[config.mk]
export PLATFORM = sky130hd
export DESIGN_NAME = reg_file_unit
export DESIGN_NICKNAME = d
export VERILOG_FILES = /design/src/rtl/reg_file_unit.sv
export SDC_FILE = /design/constraint.sdc
export NUM_CORES = 1
export LEC_CHECK = 0
export BUFFER_PORTS_ARGS = -buffer_cell sky130_fd_sc_hd__buf_2
export CORE_UTILIZATION = 36
export DETAILED_ROUTE_END_ITERATION = 10
export PLACE_DENSITY = 0.5
export SLEW_MARGIN = 20
export SYNTH_ARGS = -nofsm -noshare
export SYNTH_HDL_FRONTEND = slang
export SYNTH_SLANG_ARGS = --single-unit
[constraint.sdc]
create_clock -name clk -period 1.79 [get_ports clk]
set_clock_uncertainty 0.1 [all_clocks]
set_input_delay 0.179 -clock clk [delete_from_list [all_inputs] [get_ports clk]]
set_output_delay 0.179 -clock clk [all_outputs]
set_load 0.005 [all_outputs]
[src/rtl/reg_file_unit.sv]
// Purpose: general-register file, SIZE x WIDTH, two combinational read ports, one write port, r0 reads as zero.
// Latency: reads are combinational (0 cycles); writes land on the next rising clk edge, bypassed to matching read ports.
// Backpressure: none; a write is accepted every cycle it is presented and reads are always valid.
//
// Ports:
//   clk              rising-edge clock
//   rst              asynchronous active-low reset; clears r1..rN and forces both read ports to 0
//   write            write enable
//   wrAddr, wrData   write index / data (writes to index 0 are dropped)
//   rdAddrA/B        read indices
//   rdDataA/B        read data, with same-cycle write bypass
module reg_file_unit #(
    parameter  int WIDTH = 32,
    parameter  int SIZE  = 8,
    localparam int AW    = $clog2(SIZE)
) (
    input  logic             clk,
    input  logic             rst,
    input  logic             write,
    input  logic [AW-1:0]    wrAddr,
    input  logic [0:WIDTH-1] wrData,
    input  logic [AW-1:0]    rdAddrA,
    input  logic [AW-1:0]    rdAddrB,
    output logic [0:WIDTH-1] rdDataA,
    output logic [0:WIDTH-1] rdDataB
);

    // Register 0 has no storage: it is a constant zero.
    logic [0:WIDTH-1] r_regs [1:SIZE-1];

    logic w_wr_en;
    logic w_byp_a;
    logic w_byp_b;
    logic [0:WIDTH-1] w_rd_a;
    logic [0:WIDTH-1] w_rd_b;

    assign w_wr_en = write && (wrAddr != '0);

    // Bypass only while out of reset; reset must win so outputs read 0.
    assign w_byp_a = rst && w_wr_en && (wrAddr == rdAddrA);
    assign w_byp_b = rst && w_wr_en && (wrAddr == rdAddrB);

    always_ff @(posedge clk or negedge rst) begin
        if (!rst) begin
            for (int i = 1; i < SIZE; i++) begin
                r_regs[i] <= '0;
            end
        end else if (w_wr_en) begin
            r_regs[wrAddr] <= wrData;
        end
    end

    always_comb begin
        w_rd_a = '0;
        if (rst && (rdAddrA != '0)) begin
            w_rd_a = w_byp_a ? wrData : r_regs[rdAddrA];
        end
    end

    always_comb begin
        w_rd_b = '0;
        if (rst && (rdAddrB != '0)) begin
            w_rd_b = w_byp_b ? wrData : r_regs[rdAddrB];
        end
    end

    assign rdDataA = w_rd_a;
    assign rdDataB = w_rd_b;

endmodule

==> metrics.md <==
| Metric | Value |
|---|---|
| Tcrit/Tclk final | `1.20` |
| Fmax | `~470 MHz` |
| Clock Path Buffers | `3` |
| Layout cells sized above 1 | `0.535` |
| Final min period | `~2.1 ns` |
| Syn avg cell area | `roughly 12 sq um` |
| CP Cell Sequence | `mux2_4 > a221oi_2 > a221o_1 > a211oi_2 > buf_2` |
| Grt total ovfl | `0` |
| Unrepaired setup endpoints after global routing | `yes` |
| Final setup violating endpoints | `64` |
| Synthesized flop and latch total | `about 220` |
| Die area | `37100 sq um` |
| Critical path type | `flop to primary output` |
| Run status | `complete, but fails checks` |
| Fill count | `3254` |
| CTS tree | `built` |
| Crit path capture type | `primary output` |
| Cell family with most CP delay | `compound AO/OA/AOI/OAI gates` |
| Die W | `between 150 and 200 um` |
| Die H | `193 um` |
| Synth top area share | `0.429` |
| Final hold slack | `between 0.15 and 0.2 ns` |
| Worst setup SP type | `flop` |
| Mapped Area | `about 13000 sq um` |
| Mux share of post-synthesis cell area | `0.349` |
| Slew @ Worst Pin | `0.665 ns` |
| Adder-cell share of the synthesized area | `0` |
| Num Clock Sinks | `around 220` |
| Largest net degree at the start of global routing | `slightly above 100` |
| Simple-gate area share of the yosys netlist | `0.0669` |
| DRT Pass-1 Iters | `9` |
| Req. time, crit path | `1.51 ns` |
| Drt total wl | `39.8 mm` |
| N_diodes | `0` |
| Post-DR wirelength/cell | `~23 um` |
| Unique masters post-synth | `37` |
| Clk pin slew, worst setup/hold paths | `roughly 0.06 ns` |
| EDFF count, synth | `0` |
| # DRC | `18` |
| Vias per std cell | `approximately 5.6` |
| CTS Buf Count | `27` |
| Biggest register | `r_regs` |
| Relative slew slack | `0.557` |
| Peak supply drop | `roughly 0.00058 V` |
| Synth Area in XOR/XNOR | `0.00459` |
| Largest family of logic cells by synthesized area | `multiplexers` |
| Max Cap Viol | `0` |
| Predominant post-synthesis flop cell | `dfrtp_1` |
| Worst path slowest cell | `dfrtp_1` |
| Core area | `35700 sq um` |
| Fin nets | `1318` |
| Vias in the first global route | `10.0k` |
| Finished Core Util | `0.482` |
| GRT Util Overall | `0.219` |
| Row count | `69` |
| Clock network power share | `0.325` |
| DR iter-0 viols | `about 450` |
| Syn nets | `1097` |
| Biggest regs | `r_regs (224)` |
| Power per standard cell area | `~1000 nW/um^2` |
| PortBufs | `between 100 and 150` |
| Post-synthesis sequential area ratio | `0.429` |
| Synth area leaders | `dfrtp_1, mux2_2, mux2i_1` |
| Ys Warns | `0` |
| # IOs | `between 100 and 150` |
| Max FFs per register | `~220` |
| Critical path fanouts, max | `3` |
| Hpwl dp | `~26 mm` |
| Worst Hold Class | `primary input to async pin` |
| Data arrival time of the worst path | `about 1.9 ns` |
| First-pass GRT wire length | `just over 60 mm` |
| CTS root buf | `clkbuf_16` |
| Worst path buffer plus inverter count | `1` |
| Routability cong. | `a little under 0.8` |
| Initial antenna violation count | `0` |
| Compound-gate portion of the synthesized area | `0.100` |
| Synthesis-to-finish area growth | `31.3%` |
| Design area | `17200 sq um` |
| Yosys top cell by area | `dfrtp_1` |
| Hold violation total from the final report | `0` |
| Async set-reset flop share out of synthesis | `1.00` |
| CTS HTree Levels | `1` |
| Worst Slack Setup Final | `-0.350 ns` |
| Slowest stage delay, CP | `0.40 ns` |
| Synth Instances | `roughly 1.1k` |
| Via count | `between 9k and 10k` |
| Leakage | `roughly 7.6 nW` |
| Sequential Power Share | `0.409` |
| Final slew viol count | `0` |
| Failing checks | `DRC, setup timing` |
| Sw frac | `0.282` |
| Power share of the combinational group | `0.265` |
| Post-DP Area | `15200 sq um` |
| Switch Pwr | `0.00486 W` |
| P_int | `~0.012 W` |
| Initial Util | `0.367` |
| Post-route ant nets | `0` |
| Skew-Pair Late Insertion Delay | `approximately 0.53 ns` |
[cell usage in the layout (no fill, tap or decap), types with 4 or more instances in the layout]
| cell | count |
|---|---|
| a221oi_1 | 4 |
| mux2_4 | 13 |
| nand2_1 | 25 |
| nand2_2 | 7 |
| o22ai_1 | 20 |
| a21oi_1 | 32 |
| mux2i_1 | 95 |
| mux2_1 | 11 |
| mux2_2 | 232 |
| xnor2_1 | 5 |
| nor3_1 | 4 |
| dlygate4sd3_1 | 34 |
| clkbuf_8 | 7 |
| clkbuf_1 | 5 |
| clkbuf_16 | 27 |
| nor2_1 | 64 |
| a211oi_1 | 20 |
| and3_1 | 8 |
| nor3_2 | 23 |
| clkinv_2 | 7 |
| dfrtp_1 | 224 |
| and3_4 | 23 |
| a221o_1 | 11 |
| a211oi_2 | 14 |
| a211o_1 | 31 |
| a221oi_2 | 23 |
| a221oi_4 | 5 |
| nor3_4 | 5 |
| buf_2 | 103 |
| buf_12 | 47 |
| buf_4 | 108 |
| mux4_2 | 32 |
[layer usage]
layer  global-route usage  vias up  part of all wire
met1                0.312     5166              0.47
met4               0.0391        0             0.016
li1                     -     4469                 -
met3               0.0229       42             0.035
met5                    0        -                 0
met2                0.361      170              0.48
[worst reg2reg max path, stage by stage, from the launching register on]
cell and delay [ns]:
dfrtp_1 0.41, buf_4 0.15, mux2_2 0.25
[power groups by stage]
stage               clock network [W]  logic, W  registers [W]
floorplan                           0   0.00279        0.00682
global placement                    0   0.00392        0.00710
detailed placement                  0   0.00398        0.00713
CTS                           0.00575   0.00439        0.00706
global route                  0.00596   0.00497        0.00722
finish                        0.00562   0.00458        0.00707
[what timing repair did]
item                                    CTS  global route
endpoints found under the setup margin   64            64
resized for setup                        75            33
pin swaps                                78            22
setup buffers                             9            16
hold buffers                             34             0
hold endpoints to repair                446             0
[cell usage after synthesis, types with 5 or more instances]
master and count:
a211oi_1 24, o22ai_1 21, and3_1 31, mux4_2 32
clkbuf_1 24, a211oi_2 10, dfrtp_1 224, mux2_2 245
nand2_1 32, buf_4 21, nor3_2 7, xnor2_1 5
mux2i_1 96, nor3_1 25, a21oi_1 33, mux2_1 11
a221oi_1 32, buf_6 12, a221o_1 11, a211o_1 31
buf_2 36, nor2_1 64
[kinds of logic after synthesis]
kind of cell	count (synthesis)
multiplexers	384
flip-flops	224
AND/OR/NAND/NOR	173
AO/OA/AOI/OAI	165
buffers and inverters	101
XOR/XNOR	6
[path summary, 6_finish.rpt]
path                                   from          end  slack [ns]  depth (start not counted)
worst max-delay path            r_regs[126]   rdDataA[1]       -0.35                          5
worst min-delay path                    rst  r_regs[170]        0.16                          3
worst max register to register  r_regs[106]  r_regs[106]        0.77                          2
worst min register to register   r_regs[39]   r_regs[39]        0.43                          1
max in group asynchronous               rst  r_regs[123]        0.72                          3
min in group clk                      write  r_regs[168]        0.31                          4
[through the flow]
stage	power [W]	instances	setup WS [ns]	setup TNS, ns
after global routing	0.0181	1755	-0.426	-22.27
after floorplan	0.00961	1053	0.184	0
final	0.0173	1755	-0.350	-17.52
after CTS	0.0172	1739	-0.399	-18.66
after global placement	0.0110	1650	-0.313	-11.09
after detailed placement	0.0111	1650	-0.325	-11.57
[area by class of cell]
class	instances	area, sq um	share of cell area
Multi-Input combinational cell	728	7450	0.434
Sequential cell	224	5610	0.326
Timing Repair Buffer	293	2620	0.153
Clock buffer	39	791	0.0461
Tap cell	461	577	0.0336
Clock inverter	10	125	0.00729
(Power assumes the default switching activity.)
